[src/rtl/bus_arbiter_sp.sv]
// bus_arbiter_sp: two-master round-robin bus arbiter with single outstanding split transaction support
module bus_arbiter_sp (
    input  logic clk,
    input  logic rst_n,
    input  logic m1_req,
    input  logic m2_req,
    input  logic split,
    input  logic split_req,
    input  logic ready,
    output logic m1_grant,
    output logic m2_grant,
    output logic bus_sel,
    output logic split_grant,
    output logic split_pending,
    output logic split_err
);
    typedef enum logic [1:0] {IDLE, M1_BUS, M2_BUS, RESUME} state_t;
    state_t state, nxt;
    logic owner, prio;
    logic m1_elig, m2_elig, split_hit;
    logic nxt_owner, nxt_prio, nxt_pending, nxt_err, nxt_sel, nxt_m1, nxt_m2, nxt_sg;
    // a master that owns the outstanding split must wait for the slave to resume it
    assign m1_elig   = m1_req && !(split_pending && !owner);
    assign m2_elig   = m2_req && !(split_pending && owner);
    assign split_hit = split && (state == M1_BUS || state == M2_BUS);
    always_ff @(posedge clk or negedge rst_n) begin
        if (!rst_n) state <= IDLE;
        else state <= nxt;
    end
    always_comb begin
        nxt = state;
        case (state)
            IDLE: begin
                if (split_req && split_pending) nxt = RESUME;
                else if (m1_elig && (!prio || !m2_elig)) nxt = M1_BUS;
                else if (m2_elig) nxt = M2_BUS;
            end
            M1_BUS:  if (split || !m1_req) nxt = IDLE;
            M2_BUS:  if (split || !m2_req) nxt = IDLE;
            RESUME:  if (ready) nxt = IDLE;
            default: nxt = IDLE;
        endcase
    end
    always_comb begin
        nxt_pending = split_hit ? 1'b1 : (state == RESUME && ready) ? 1'b0 : split_pending;
        nxt_owner   = (split_hit && !split_pending) ? (state == M2_BUS) : owner;
        nxt_err     = split_err || (split_hit && split_pending);
        nxt_prio    = (nxt == M1_BUS) ? 1'b1 : (nxt == M2_BUS) ? 1'b0 : prio;
        nxt_sel     = (nxt == M1_BUS) ? 1'b0 : (nxt == M2_BUS) ? 1'b1 : (nxt == RESUME) ? owner : bus_sel;
        nxt_m1      = (nxt == M1_BUS) || (nxt == RESUME && !owner);
        nxt_m2      = (nxt == M2_BUS) || (nxt == RESUME && owner);
        nxt_sg      = (nxt == RESUME);
    end
    always_ff @(posedge clk or negedge rst_n) begin
        if (!rst_n) begin
            owner         <= 1'b0;
            prio          <= 1'b0;
            m1_grant      <= 1'b0;
            m2_grant      <= 1'b0;
            bus_sel       <= 1'b0;
            split_grant   <= 1'b0;
            split_pending <= 1'b0;
            split_err     <= 1'b0;
        end else begin
            owner         <= nxt_owner;
            prio          <= nxt_prio;
            m1_grant      <= nxt_m1;
            m2_grant      <= nxt_m2;
            bus_sel       <= nxt_sel;
            split_grant   <= nxt_sg;
            split_pending <= nxt_pending;
            split_err     <= nxt_err;
        end
    end
endmodule

[config.mk]
export PLATFORM = sky130hd
export DESIGN_NAME = bus_arbiter_sp
export DESIGN_NICKNAME = d
export VERILOG_FILES = /design/src/rtl/bus_arbiter_sp.sv
export SDC_FILE = /design/constraint.sdc
export NUM_CORES = 1
export LEC_CHECK = 0
export CORE_AREA = 3 3 40 42
export DETAILED_ROUTE_END_ITERATION = 8
export DIE_AREA = 0 0 43 45
export MAX_ROUTING_LAYER = met4
export PLACE_DENSITY = 0.67
export SETUP_SLACK_MARGIN = 0.4
export SLEW_MARGIN = 20
export SYNTH_ARGS = -nofsm -noshare
export SYNTH_HDL_FRONTEND = slang
export SYNTH_SLANG_ARGS = --single-unit
[constraint.sdc]
create_clock -name clk -period 2.25 [get_ports clk]
set_input_delay 0.3375 -clock clk [delete_from_list [all_inputs] [get_ports clk]]
set_output_delay 0.3375 -clock clk [all_outputs]
set_load 0.05 [all_outputs]
==> flow_summary_export.csv, run 1 <==
group,metric,value,unit
run_status,outcome,"complete, no violations",
sta,hold_viol,0,
power_and_ir_drop,vdd_drop_max,848,uV
drt,drt-wirelength-per-cell,13.5,um
sta,tns,0,ns
critical_path,worstRegToRegCells,7,
logic_synthesis,synth_top_cell_area_share,45.7,%
logic_synthesis,synthTopCellsByArea,"dfrtp_1 (46%), ha_1 (9.1%), a21oi_1 (4.6%), inv_1 (4.1%), a22oi_4 (3.9%)",
sta,slew_viol_final,0,
die,die-area,1940,um^2
grt,overflow,0,
placement,hpwlAfterDp,799,um
die,die_h,45,um
grt,antenna_found_initial,0,
logic_synthesis,ys_warn_count,0,
cts,cts_root_buffer,"clkbuf_4",
sta,timing.fmax,0.570,GHz
drt,firstDrtPassIters,4,
placement,place_congestion,0.796,
sta,rsz0062_at_grt,"no",
critical_path,critPathBufInv,1,
critical_path,critPathMaxStageDelay,0.81,ns
layout,final_common_cell,"clkdlybuf4s50_1",
layout,layout-drive-gt1-share,26.9,%
drt,first_iter_violations,11,
power_and_ir_drop,p_per_area,1510,nW/um^2
logic_synthesis,syn-cell-area,548,um^2
critical_path,r2r_start,"state[0]$_DFF_PN0_",
logic_synthesis,synthDistinctLibCells,24,
critical_path,critPathCaptureType,"output port",
cts,clk_latency,0.26,ns
critical_path,crit_start,"bus_sel$_DFFE_PN0P_",
job,max_cap_viol_count,0,
grt,grt_pass1_wl,1.67,mm
layout,syn2layout_area_growth,37.4,%
die,die_width,43,um
sta,slew_headroom,66.7,%
grt,grt_max_degree,11,
logic_synthesis,syn_nets,59,
cts,cts_num_sinks,10,
die,io_pins,13,
placement,placement.io_buffers,12,
logic_synthesis,synth_area_leader_cell,"dfrtp_1",
power_and_ir_drop,power_leakage,0.372,nW
cts,clk_pin_slew,0.06,ns
worst_hold_path,min_path_type,"in -> async",
cts,tritoncts,"yes",
sta,fin_crit_sh,77.9,%
layout,nets,80,
cts,cts_buffers,3,
die,core-area,1280,um^2
cts,cts.path.max_buffers,2,
critical_path,critPathMaxFanout,2,
sta,fin_crit,1.75,ns
sta,worst_pin_slew,0.498,ns
grt,grt_pass1_vias,422,
critical_path,r2r-end,"prio$_DFFE_PN0P_",
sta,finalSetupViolCount,0,
logic_synthesis,synthCells,48,
layout,diodes,0,
critical_path,reg2reg_setup_slack,0.50,ns
cts,htreeDepth,1,
grt,grt.total_usage,13.0,%
critical_path,critPathSlowestCell,"clkdlybuf4s50_1",
drt,drt-total-wl,1.11,mm
sta,clock_skew,0.00246,ns
critical_path,crit_chain,"clkdlybuf4s50_1",
drt,via_per_inst,5.28,
drt,vias,433,
critical_path,cp.required,1.91,ns
drt,post-route-drc-count,0,
layout,final_cell_mix,"clkdlybuf4s50_1 (11), dfrtp_1 (9), inv_1 (6), a21oi_1 (5)",
layout,utilization,58.6,%
drt,ant_nets,0,
logic_synthesis,synth.avg_cell_area,11.4,um^2
critical_path,timing_worst_setup_path_type,"reg -> out",
critical_path,cp.arrival,1.42,ns
die,start_util,42.6,%
critical_path,startpoint_type,"flop",
logic_synthesis,ys_seq_area_share,45.7,%
critical_path,critical-path-top-delay-family,"buffers and inverters",
layout,nFillCells,119,
die,core.rowCount,13,
logic_synthesis,yosys_register_bits,10,
routing by layer:
layer	track usage, %	vias up	part of all wire, %
li1	-	210	-
met2	21.3	13	47
met5	-	-	0
met3	5.98	4	6.8
met1	12.3	206	43
met4	9.04	0	3.3
worst register-to-register path, cell delays in order (launching register included):
cell     delay, ns
dfrtp_1       0.39
inv_1         0.11
ha_1          0.24
a22oi_2       0.20
o22ai_2       0.14
a22oi_4       0.22
inv_2         0.06
maj3_2        0.28
worst max-delay path by stage:
stage,depth (start not counted),slack [ns],to
2_1_floorplan,6,0.53,prio$_DFFE_PN0P_
3_3_place_gp,7,0.30,prio$_DFFE_PN0P_
3_5_place_dp,7,0.25,prio$_DFFE_PN0P_
4_1_cts,7,0.41,bus_sel$_DFFE_PN0P_
5_1_grt,7,0.41,prio$_DFFE_PN0P_
6_report,1,0.50,bus_sel
through the flow:
stage / cell area (um^2) / instances / hold WS, ns / power, W / setup WS, ns
after detailed placement: 687 / 75 / 0.468 / 0.000945 / 0.253
final: 753 / 82 / 0.382 / 0.00114 / 0.496
after global placement: 687 / 75 / 0.456 / 0.000940 / 0.296
after CTS: 708 / 78 / 0.386 / 0.00106 / 0.415
after global routing: 753 / 82 / 0.406 / 0.00121 / 0.409
after floorplan: 548 / 48 / 0.0419 / 0.000778 / 0.526
cells in the mapped netlist:
library cell / count
a21oi_1: 5
a22o_1: 2
a22oi_1: 1
a22oi_4: 1
a311o_1: 1
a31o_2: 1
a31oi_2: 1
a32oi_1: 1
and3_1: 1
dfrtp_1: 10
ha_1: 4
inv_1: 6
inv_2: 2
maj3_2: 1
mux2_2: 1
nand2_1: 1
nand2b_1: 1
nor2_1: 2
o21a_1: 1
o21ai_1: 1
o21ba_1: 1
o21bai_4: 1
o22ai_1: 1
o22ai_2: 1
cell type report:
| type | count | area, um^2 | share of cell area [%] |
|---|---|---|---|
| repair buffers | 16 | 149 | 19.8 |
| well taps | 15 | 18.8 | 2.49 |
| multi-input cells | 30 | 282 | 37.4 |
| flip-flops and latches | 10 | 251 | 33.4 |
| clock buffers | 3 | 22.5 | 2.99 |
| inverters | 8 | 30.0 | 3.99 |
what timing repair did:
action | 4_1_cts | 5_1_grt
resized for setup | 1 | 3
setup endpoints to repair | 1 | 2
setup buffers | 0 | 4
pin swaps | 0 | 3
hold buffers | 0 | 0
kinds of logic after synthesis:
family / after synthesis / synth area share, %
compound gates: 19 / 31.3
buf+inv: 8 / 5.48
simple gates: 5 / 4.34
flops: 10 / 45.7
mux: 1 / 2.05
fa+ha+maj: 5 / 11.2
registers in the layout, summed over array words and instances, names as in the netlist:
| register | count |
|---|---|
| split_grant | 1 |
| prio | 1 |
| m2_grant | 1 |
| split_err | 1 |
| split_pending | 1 |
| m1_grant | 1 |
| state | 2 |
| owner | 1 |
| bus_sel | 1 |
power breakdown:
part	total (W)	internal [W]	leakage, nW	switching [W]
Sequential	0.000326	0.000256	0.118	0.0000698
Combinational	0.000695	0.000305	0.240	0.000390
Clock	0.000117	0.0000615	0.0138	0.0000553
Total	0.00114	0.000623	0.372	0.000515
Note: power is estimated with default switching activity, not from simulation.
==> inputs of run 2 (changes only) <==
--- a/config.mk
+++ b/config.mk
@@ -5,11 +5,11 @@
 export SDC_FILE = /design/constraint.sdc
 export NUM_CORES = 1
 export LEC_CHECK = 0
-export CORE_AREA = 3 3 40 42
+export CORE_MARGIN = 3
+export CORE_UTILIZATION = 41
 export DETAILED_ROUTE_END_ITERATION = 8
-export DIE_AREA = 0 0 43 45
 export MAX_ROUTING_LAYER = met4
-export PLACE_DENSITY = 0.67
+export PLACE_DENSITY = 0.69
 export SETUP_SLACK_MARGIN = 0.4
 export SLEW_MARGIN = 20
 export SYNTH_ARGS = -nofsm -noshare
==> constraint.sdc (replaced) <==
create_clock -name clk -period 1.5 [get_ports clk]
set_input_delay 0.225 -clock clk [delete_from_list [all_inputs] [get_ports clk]]
set_output_delay 0.225 -clock clk [all_outputs]
set_load 0.05 [all_outputs]
==> flow_summary_export.csv, run 2 (synthesis results as in run 1) <==
group,metric,value,unit
placement,hpwlAfterDp,924,um
job,max_cap_viol_count,0,
drt,ant_nets,0,
sta,rsz0062_at_grt,"yes",
grt,grt_max_degree,11,
critical_path,startpoint_type,"flop",
sta,fin_hold_ws,0.274,ns
sta,worst_pin_slew,0.462,ns
placement,placement.io_buffers,12,
sta,clock_skew,0.00501,ns
sta,slew_viol_final,0,
critical_path,cp.required,1.65,ns
sta,timing.fmax,0.614,GHz
cts,cts_num_sinks,10,
layout,final_common_cell,"buf_4",
cts,clk_pin_slew,0.07,ns
cts,cts.path.max_buffers,2,
drt,vias,526,
layout,layout-drive-gt1-share,61.0,%
worst_hold_path,min_path_type,"in -> async",
cts,ctsHoldBuffers,0,
die,die-area,1810,um^2
critical_path,crit_start,"state[1]$_DFF_PN0_",
critical_path,crit_chain,"buf_6 > o21ba_1 > o21ai_1 > a21oi_2 > a311o_1 > a22o_1",
run_status,failed_checks,"negative setup slack",
drt,firstDrtPassIters,4,
grt,grt_pass1_wl,2.36,mm
power_and_ir_drop,vdd_drop_max,1670,uV
die,die_h,42.6,um
drt,via_per_inst,5.48,
die,start_util,46.2,%
cts,htreeDepth,1,
sta,setup_ws,-0.130,ns
grt,grt_pass1_vias,496,
sta,slew_headroom,69.1,%
critical_path,r2r_start,"state[1]$_DFF_PN0_",
power_and_ir_drop,power_leakage,0.457,nW
drt,post-route-drc-count,0,
die,die_width,42.6,um
sta,fin_crit,1.63,ns
layout,nFillCells,80,
cts,cts_root_buffer,"clkbuf_4",
grt,antenna_found_initial,0,
critical_path,critPathBufInv,1,
drt,drt-wirelength-per-cell,15.6,um
placement,place_congestion,0.720,
grt,overflow,0,
cts,tritoncts,"yes",
die,core.rowCount,12,
critical_path,critPathSlowestCell,"dfrtp_2",
grt,grt.total_usage,18.5,%
run_status,outcome,"finished, violations left",
drt,first_iter_violations,19,
layout,final_cell_mix,"buf_4 (20), dfrtp_1 (7), clkdlybuf4s50_1 (6), inv_2 (5)",
sta,finalSetupViolCount,4,
power_and_ir_drop,p_per_area,2390,nW/um^2
sta,fin_crit_sh,109,%
critical_path,critPathCaptureType,"flop",
layout,regMostFlops,"state",
critical_path,critPathMaxFanout,5,
critical_path,timing_worst_setup_path_type,"reg -> reg",
critical_path,cp.arrival,1.78,ns
cts,clk_latency,0.27,ns
critical_path,critical-path-top-delay-family,"compound AO/OA/AOI/OAI gates",
critical_path,critPathMaxStageDelay,0.46,ns
drt,drt-total-wl,1.50,mm
die,core-area,1190,um^2
layout,nets,94,
sta,hold_viol,0,
sta,tns,-0.286,ns
cts,cts_buffers,3,
layout,largest_register_ffs,2,
layout,syn2layout_area_growth,67.6,%
layout,diodes,0,
die,io_pins,13,
## run 2: routing by layer
layer	routed length [um]	global-route usage [%]	up-vias
li1	-	-	246
met2	763	29.8	28
met1	585	22.4	248
met4	28	3.73	0
met3	118	6.44	4
met5	0	-	-
## run 2: worst register-to-register path: cells and delay by family, from the launching register on
kind            cells  cell delay [ns]
flops               1             0.46
buf+inv             1             0.13
compound gates      5             0.93
## run 2: cell type report
type | instances | area [um^2] | area share, %
multi-input combinational | 30 | 314 | 34.2
tap | 14 | 17.5 | 1.91
timing repair buffer | 30 | 264 | 28.7
clock buffer | 4 | 36.3 | 3.95
inverter | 8 | 32.5 | 3.54
sequential | 10 | 254 | 27.7
## run 2: path summary, 6_finish.rpt
kind | endpoint | slack (ns) | depth (start not counted)
worst max register to register | bus_sel$_DFFE_PN0P_ | -0.13 | 6
worst max-delay path | bus_sel$_DFFE_PN0P_ | -0.13 | 6
worst min register to register | split_err$_DFF_PN0_ | 0.47 | 1
min in group clk | split_err$_DFF_PN0_ | 0.47 | 1
worst min-delay path | split_grant$_DFF_PN0_ | 0.27 | 1
max in group asynchronous | state[1]$_DFF_PN0_ | 0.88 | 1
## run 2: timing repair
item / in CTS / in global routing
pin swaps: 4 / 6
buffers inserted: 5 / 3
endpoints found under the setup margin: 11 / 12
hold endpoints to repair: 0 / 0
gates resized for setup: 5 / 8
## run 2: power breakdown
group          total [W]  internal, W  switching [W]
Sequential      0.000514     0.000389       0.000124
Clock           0.000244     0.000147      0.0000964
Combinational    0.00143     0.000715       0.000720
## run 2: metrics by stage
step	setup WS [ns]	total power, W	std cells	area, um^2	util (%)
floorplan	-0.0570	0.00120	48	563	-
global placement	-0.293	0.00160	84	773	65.2
detailed placement	-0.333	0.00162	84	773	65.2
CTS	-0.140	0.00203	93	878	74.1
global route	-0.206	0.00232	96	918	77.4
finish	-0.130	0.00219	96	918	77.4
